==> src/rtl/ex_muldiv_unit.sv <==
// RV32M multiply/divide unit: shift-add multiply and restoring divide, BITS_PER_CYCLE steps per cycle.
// Optional build macro MULDIV_FAST_ZERO_EN: zero-operand MUL/DIV/REM finish in one cycle with result 0.
module ex_muldiv_unit #(
    parameter int XLEN           = 32,
    parameter int BITS_PER_CYCLE = 1
) (
    input  logic            clk,
    input  logic            rst,
    input  logic            start_i,
    input  logic [2:0]      op_i,
    input  logic [XLEN-1:0] rs1_i,
    input  logic [XLEN-1:0] rs2_i,
    input  logic [4:0]      w_addr_i,
    input  logic            flush_i,
    output logic            busy_o,
    output logic            stall_req_o,
    output logic            done_o,
    output logic [XLEN-1:0] result_o,
    output logic            w_enable_o,
    output logic [4:0]      w_addr_o
);
    localparam int N  = XLEN / BITS_PER_CYCLE;
    localparam int CW = $clog2(N);
    localparam logic [CW-1:0]   LAST_STEP = CW'(N - 1);
    localparam logic [XLEN-1:0] MIN_NEG   = {1'b1, {(XLEN-1){1'b0}}};

    typedef enum logic [1:0] {IDLE, CALC, FIXUP, DONE} state_t;

    state_t          state_q;
    logic [2:0]      op_q;
    logic            negRes_q;
    logic [4:0]      addr_q;
    logic [XLEN-1:0] opnd_q;
    logic [XLEN-1:0] hi_q;
    logic [XLEN-1:0] lo_q;
    logic [CW-1:0]   cnt_q;
    logic            done_q;
    logic            wen_q;
    logic [XLEN-1:0] result_q;
    logic [4:0]      waddr_q;

    logic            isDiv, signedA, signedB, negA, negB, negRes_d;
    logic [XLEN-1:0] magA, magB;
    logic            divZero, divOvf, fastZero, special;
    logic [XLEN-1:0] specRes;
    logic [XLEN-1:0] hiStep, loStep;
    logic [XLEN:0]   tmp;
    logic [2*XLEN-1:0] prodFix;
    logic [XLEN-1:0] quoFix, remFix, finalRes;

    // Operand decode: signed ops iterate on magnitudes, sign is restored in FIXUP.
    always_comb begin
        isDiv    = op_i[2];
        signedA  = (op_i != 3'd3) && (op_i != 3'd5) && (op_i != 3'd7);
        signedB  = signedA && (op_i != 3'd2);
        negA     = signedA & rs1_i[XLEN-1];
        negB     = signedB & rs2_i[XLEN-1];
        magA     = negA ? -rs1_i : rs1_i;
        magB     = negB ? -rs2_i : rs2_i;
        negRes_d = (isDiv && op_i[1]) ? negA : (negA ^ negB);
    end

    always_comb begin
        divZero = isDiv && (rs2_i == '0);
        divOvf  = isDiv && !op_i[0] && (rs1_i == MIN_NEG) && (rs2_i == '1);
`ifdef MULDIV_FAST_ZERO_EN
        fastZero = isDiv ? ((rs1_i == '0) && (rs2_i != '0))
                         : ((rs1_i == '0) || (rs2_i == '0));
`else
        fastZero = 1'b0;
`endif
        special = divZero || divOvf || fastZero;
        specRes = '0;
        if (divZero)
            specRes = op_i[1] ? rs1_i : '1;
        else if (divOvf)
            specRes = op_i[1] ? '0 : rs1_i;
    end

    // {hi,lo} is the product accumulator for multiply and {remainder,quotient} for divide.
    always_comb begin
        hiStep = hi_q;
        loStep = lo_q;
        tmp    = '0;
        for (int i = 0; i < BITS_PER_CYCLE; i++) begin
            if (op_q[2]) begin
                tmp    = {hiStep, loStep[XLEN-1]};
                loStep = {loStep[XLEN-2:0], 1'b0};
                if (tmp >= {1'b0, opnd_q}) begin
                    tmp       = tmp - {1'b0, opnd_q};
                    loStep[0] = 1'b1;
                end
                hiStep = tmp[XLEN-1:0];
            end else begin
                tmp    = {1'b0, hiStep} + (loStep[0] ? {1'b0, opnd_q} : '0);
                loStep = {tmp[0], loStep[XLEN-1:1]};
                hiStep = tmp[XLEN:1];
            end
        end
    end

    always_comb begin
        prodFix = negRes_q ? -{hi_q, lo_q} : {hi_q, lo_q};
        quoFix  = negRes_q ? -lo_q : lo_q;
        remFix  = negRes_q ? -hi_q : hi_q;
        case (op_q)
            3'd0:       finalRes = prodFix[XLEN-1:0];
            3'd1, 3'd2,
            3'd3:       finalRes = prodFix[2*XLEN-1:XLEN];
            3'd4, 3'd5: finalRes = quoFix;
            default:    finalRes = remFix;
        endcase
    end

    // IDLE and DONE share acceptance so a start held in DONE chains straight into the next op.
    always_ff @(posedge clk) begin
        if (rst) begin
            state_q  <= IDLE;
            op_q     <= '0;
            negRes_q <= 1'b0;
            addr_q   <= '0;
            opnd_q   <= '0;
            hi_q     <= '0;
            lo_q     <= '0;
            cnt_q    <= '0;
            done_q   <= 1'b0;
            wen_q    <= 1'b0;
            result_q <= '0;
            waddr_q  <= '0;
        end else begin
            done_q <= 1'b0;
            wen_q  <= 1'b0;
            case (state_q)
                CALC: begin
                    if (flush_i) begin
                        state_q <= IDLE;
                    end else begin
                        hi_q  <= hiStep;
                        lo_q  <= loStep;
                        cnt_q <= cnt_q + 1'b1;
                        if (cnt_q == LAST_STEP)
                            state_q <= FIXUP;
                    end
                end
                FIXUP: begin
                    if (flush_i) begin
                        state_q <= IDLE;
                    end else begin
                        state_q  <= DONE;
                        done_q   <= 1'b1;
                        wen_q    <= (addr_q != 5'd0);
                        waddr_q  <= addr_q;
                        result_q <= (addr_q != 5'd0) ? finalRes : '0;
                    end
                end
                default: begin
                    if (flush_i || !start_i) begin
                        state_q <= IDLE;
                    end else begin
                        op_q     <= op_i;
                        addr_q   <= w_addr_i;
                        negRes_q <= negRes_d;
                        opnd_q   <= isDiv ? magB : magA;
                        hi_q     <= '0;
                        lo_q     <= isDiv ? magA : magB;
                        cnt_q    <= '0;
                        if (special) begin
                            state_q  <= DONE;
                            done_q   <= 1'b1;
                            wen_q    <= (w_addr_i != 5'd0);
                            waddr_q  <= w_addr_i;
                            result_q <= (w_addr_i != 5'd0) ? specRes : '0;
                        end else begin
                            state_q <= CALC;
                        end
                    end
                end
            endcase
        end
    end

    assign busy_o      = (state_q == CALC) || (state_q == FIXUP);
    assign stall_req_o = (start_i && ((state_q == IDLE) || (state_q == DONE))) || busy_o;
    assign done_o      = done_q;
    assign w_enable_o  = wen_q;
    assign result_o    = result_q;
    assign w_addr_o    = waddr_q;

endmodule

==> config.mk <==
export PLATFORM = sky130hd
export DESIGN_NAME = ex_muldiv_unit
export DESIGN_NICKNAME = d
export VERILOG_FILES = /design/src/rtl/ex_muldiv_unit.sv
export SDC_FILE = /design/constraint.sdc
export NUM_CORES = 1
export LEC_CHECK = 0
export CORE_MARGIN = 2
export CORE_UTILIZATION = 55
export CTS_CLUSTER_SIZE = 25
export DETAILED_ROUTE_END_ITERATION = 6
export PLACE_DENSITY = 0.77
export SYNTH_ARGS = -nofsm -noshare
export SYNTH_HDL_FRONTEND = slang
export SYNTH_SLANG_ARGS = --single-unit
==> constraint.sdc <==
create_clock -name clk -period 3.1 [get_ports clk]
set_input_delay 0.62 -clock clk [delete_from_list [all_inputs] [get_ports clk]]
set_output_delay 0.62 -clock clk [all_outputs]
set_load 0.1 [all_outputs]
==> results by group <==
Logic synthesis
  • Syn Std Cell Area: 15400 sq um
  • Synth area leader: dfxtp_1
  • Post-Synthesis Cells: 2183
  • Cell with the most instances after synthesis: nor2_1
  • Synth Flop Type: dfxtp_1
  • Post-synthesis sequential area ratio: 19.6%
  • Synth area leaders: dfxtp_1, a21oi_1, ha_1, xnor2_1, nor2_1
  • Syn_area_per_cell: 7.05 sq um
  • Top cells by count, synth: nor2_1, nand2_1, a21oi_1, o21ai_0, dfxtp_1
  • Post-synth EDFFs: 0
  • Post-synth top area share: 19.6%
  • Post-synthesis register bit count: 151
  • Ys Warns: 0
  • Library cells used by synthesis: 86
  • Synth async-reset ratio: 0%
  • Post-Syn Nets: 2334

Setup path
  • Worst r2r src: lo_q[0]
  • Critical Path Start Type: register
  • Worst Reg-to-Reg Cells: 15
  • Crit path buffers/inverters: 4
  • Setup slack, reg-to-reg: -120 ps
  • CP Class: register to register
  • Worst path top cell family by delay: simple AND/OR/NAND/NOR gates
  • Terminus of the critical flop-to-flop path: hi_q[24]
  • Max FO, Critical Path: 8
  • Slowest-stage cell, CP: or4_4
  • Crit end category: register
  • Critical Path AT: 3550 ps
  • Most Frequent Cell on Critical Path: buf_12
  • CP Cell Sequence: inv_4 -> buf_12 -> buf_12 -> buf_12 -> nor2_1 -> ha_1 -> nand2_2 -> or3_4 -> or4_4 -> nand2_4 -> o41ai_4 -> o211ai_1 -> nand2_1 -> mux2i_1 -> o211ai_1
  • Max incr delay on CP: 520 ps
  • Critical Path RT: 3430 ps

Power and ir drop
  • Switching Fraction: 38.2%
  • Maximum VDD drop: 0.274 mV
  • Power per cell area: 332 nW/um^2
  • NetSw: 2.71 mW
  • Leak: 9.04 nW
  • Internal Pwr Total: 4.37 mW
  • Clk pwr share: 32.5%
  • Sequential share of power: 29.5%
  • Total Power: 7.07 mW
  • Gate power share: 38.0%

Run
  • Max-Cap Viols: 0

Place
  • Routability cong.: 1.03
  • HPWL after DPL: 51900 um
  • Placed instance count: 2875
  • Cell Area, Placed: 19200 sq um
  • I/O Buffers: 116

Clock tree
  • Clock Tree Buf Depth: 2
  • Cts bufs inserted: 17
  • Reg clk slew, reported paths: 70 ps
  • H-tree levels: 4
  • Clock sink count: 151
  • CTS tree: yes
  • Clock Tree Root: clkbuf_16
  • Clock latency on the worst-skew pair: 450 ps
  • CTS hold repair buffers: 0

STA
  • Worst setup margin: -120 ps
  • Worst-Margin Slew: 1030 ps
  • Slew Limit Fails: 0
  • Period Utilization, post-route: 104%
  • Setup TNS: -1250 ps
  • RSZ-0062 raised after global routing: yes
  • Max Freq: 311 MHz
  • Hold violation count in the final report: 0
  • Min Tclk post-route: 3220 ps
  • Final Skew: 14.2 ps
  • Setup-failing EPs final: 19
  • Max-slew headroom: 31.5%

Global routing
  • GR Overflow Total: 0
  • First-pass GRT wire length: 103000 um
  • Vias in the first global route: 18100
  • Largest net degree at the start of global routing: 84
  • Initial antenna violation count: 2
  • Total GRT Usage: 46.0%

Final layout
  • Fin cells: 2956
  • Nets@finish: 2714
  • Layout cells sized above 1: 27.6%
  • Number of fill cells: 2101
  • Design area: 21300 sq um
  • Fin util: 76.8%
  • Layout area overhead: 38.2%

Min path
  • Min-Delay Endpoint: opnd_q[11]
  • Hold path depth: 2
  • Worst Hold Class: register to register
  • Hold Crit Start: opnd_q[11]

Route
  • First DRT Iteration DRCs: 2629
  • DRT Wirelength: 70900 um
  • # DRC: 24
  • Iteration count of the initial detailed-routing pass: 7
  • Routed length per placed instance: 24.0 um
  • Vias per Instance: 6.71
  • Final ANT Viol Nets: 0
  • Via count: 19800

Floorplanning
  • Die footprint: 29400 sq um
  • FP Rows: 61
  • # IOs: 117
  • Core Area: 27700 sq um
  • Die Ht: 171 um
  • Die Wd: 171 um
  • Initial Util: 55.6%

Outcome
  • Status: finished with violations
  • Failing checks: design-rule violations, negative setup slack
[cell type report]
| type | instances | area [sq um] | area share (%) |
|---|---|---|---|
| Antenna cell | 2 | 5.00 | 0.0235 |
| Timing Repair Buffer | 532 | 4410 | 20.7 |
| Inverter | 71 | 269 | 1.26 |
| Clock inverter | 15 | 203 | 0.952 |
| Sequential cell | 151 | 3030 | 14.2 |
| Clock buffer | 17 | 425 | 2.00 |
| Multi-Input combinational cell | 1790 | 12500 | 58.6 |
| Tap cell | 378 | 473 | 2.22 |
[timing repair]
action                                 4_1_cts  5_1_grt
pin swaps                                   47      112
cloned                                       6        0
buffers inserted                            15       32
setup endpoints to repair                   66       90
endpoints found under the hold margin        0        0
gates resized for setup                    127      171
[registers in the layout, indices dropped and copies added (netlist names)]
name,flops
hi_q,32
addr_q,5
op_q,3
state_q,2
opnd_q,32
lo_q,32
result_o,32
w_addr_o,5
negRes_q,1
done_o,1
w_enable_o,1
cnt_q,5
[worst min-delay path, cell delays in order (launching register included)]
cell	delay (ps)
dfxtp_1	310
nand2_1	50
a21oi_1	50
[logic make-up (layout without fill, tap and decap cells)]
family	count (synthesis)	count (layout)	share of synthesized area (%)
AO/OA/AOI/OAI	742	742	31.0
XOR/XNOR	176	176	10.0
adder cells (fa/ha/maj)	75	75	6.19
buffers and inverters	244	635	6.22
flip-flops	151	151	19.6
multiplexers	65	65	4.48
other	0	2	0
AND/OR/NAND/NOR	730	732	22.5
[power by group through the flow]
stage / Clock [mW] / Combinational [mW] / Sequential (mW)
floorplan: 0 / 1.28 / 2.14
global placement: 0 / 2.34 / 2.12
detailed placement: 0 / 2.37 / 2.12
CTS: 2.28 / 2.42 / 2.08
global route: 2.36 / 2.80 / 2.09
finish: 2.30 / 2.69 / 2.09
[per-stage QoR]
stage          hold WS, ps  worst slack [ps]
2_1_floorplan          432             -16.8
3_3_place_gp           440              -683
3_5_place_dp           444              -730
4_1_cts                453             -61.9
5_1_grt                487              -181
6_report               453              -120
[per-layer routing]
metal	part of all wire, %	track usage [%]	vias to the layer above
met4	9.5	32.8	0
met3	12	11.3	448
met5	0	1.22	-
met2	41	70.7	1491
met1	37	56.2	9149
li1	-	-	8748
[layout by cell type, fill, tap and decap left out, types with 12 or more instances in the layout]
| cell | instances |
|---|---|
| or3_1 | 19 |
| buf_4 | 425 |
| o21ai_1 | 35 |
| a21o_1 | 29 |
| o21ai_0 | 119 |
| a21oi_1 | 188 |
| ha_1 | 55 |
| xor2_1 | 72 |
| inv_1 | 68 |
| xnor2_1 | 98 |
| nand4_1 | 31 |
| o41ai_1 | 15 |
| buf_6 | 18 |
| a21oi_2 | 20 |
| dfxtp_1 | 147 |
| or4_1 | 12 |
| and2_1 | 16 |
| o211ai_1 | 33 |
| a221oi_1 | 13 |
| o21bai_1 | 29 |
| nor3_1 | 38 |
| clkbuf_16 | 17 |
| o31ai_1 | 26 |
| clkdlybuf4s50_1 | 52 |
| nor2_1 | 221 |
| nand2b_1 | 21 |
| mux2_2 | 31 |
| mux2i_1 | 34 |
| nand2_1 | 208 |
| nand3_1 | 35 |
| a211oi_1 | 41 |
| a31oi_1 | 34 |
| o22ai_1 | 13 |
| nor4_1 | 15 |
[worst max-delay path by stage]
stage | startpoint | endpoint | slack [ps] | cells past startpoint
6_report | lo_q[0] | hi_q[24] | -120 | 15
5_1_grt | lo_q[0] | hi_q[25] | -180 | 15
4_1_cts | lo_q[0] | hi_q[25] | -60 | 13
3_5_place_dp | rs1_i[24] | result_o[16] | -730 | 10
3_3_place_gp | rs1_i[24] | result_o[26] | -680 | 10
2_1_floorplan | rs1_i[8] | result_o[8] | -20 | 11
(Power assumes the default switching activity.)
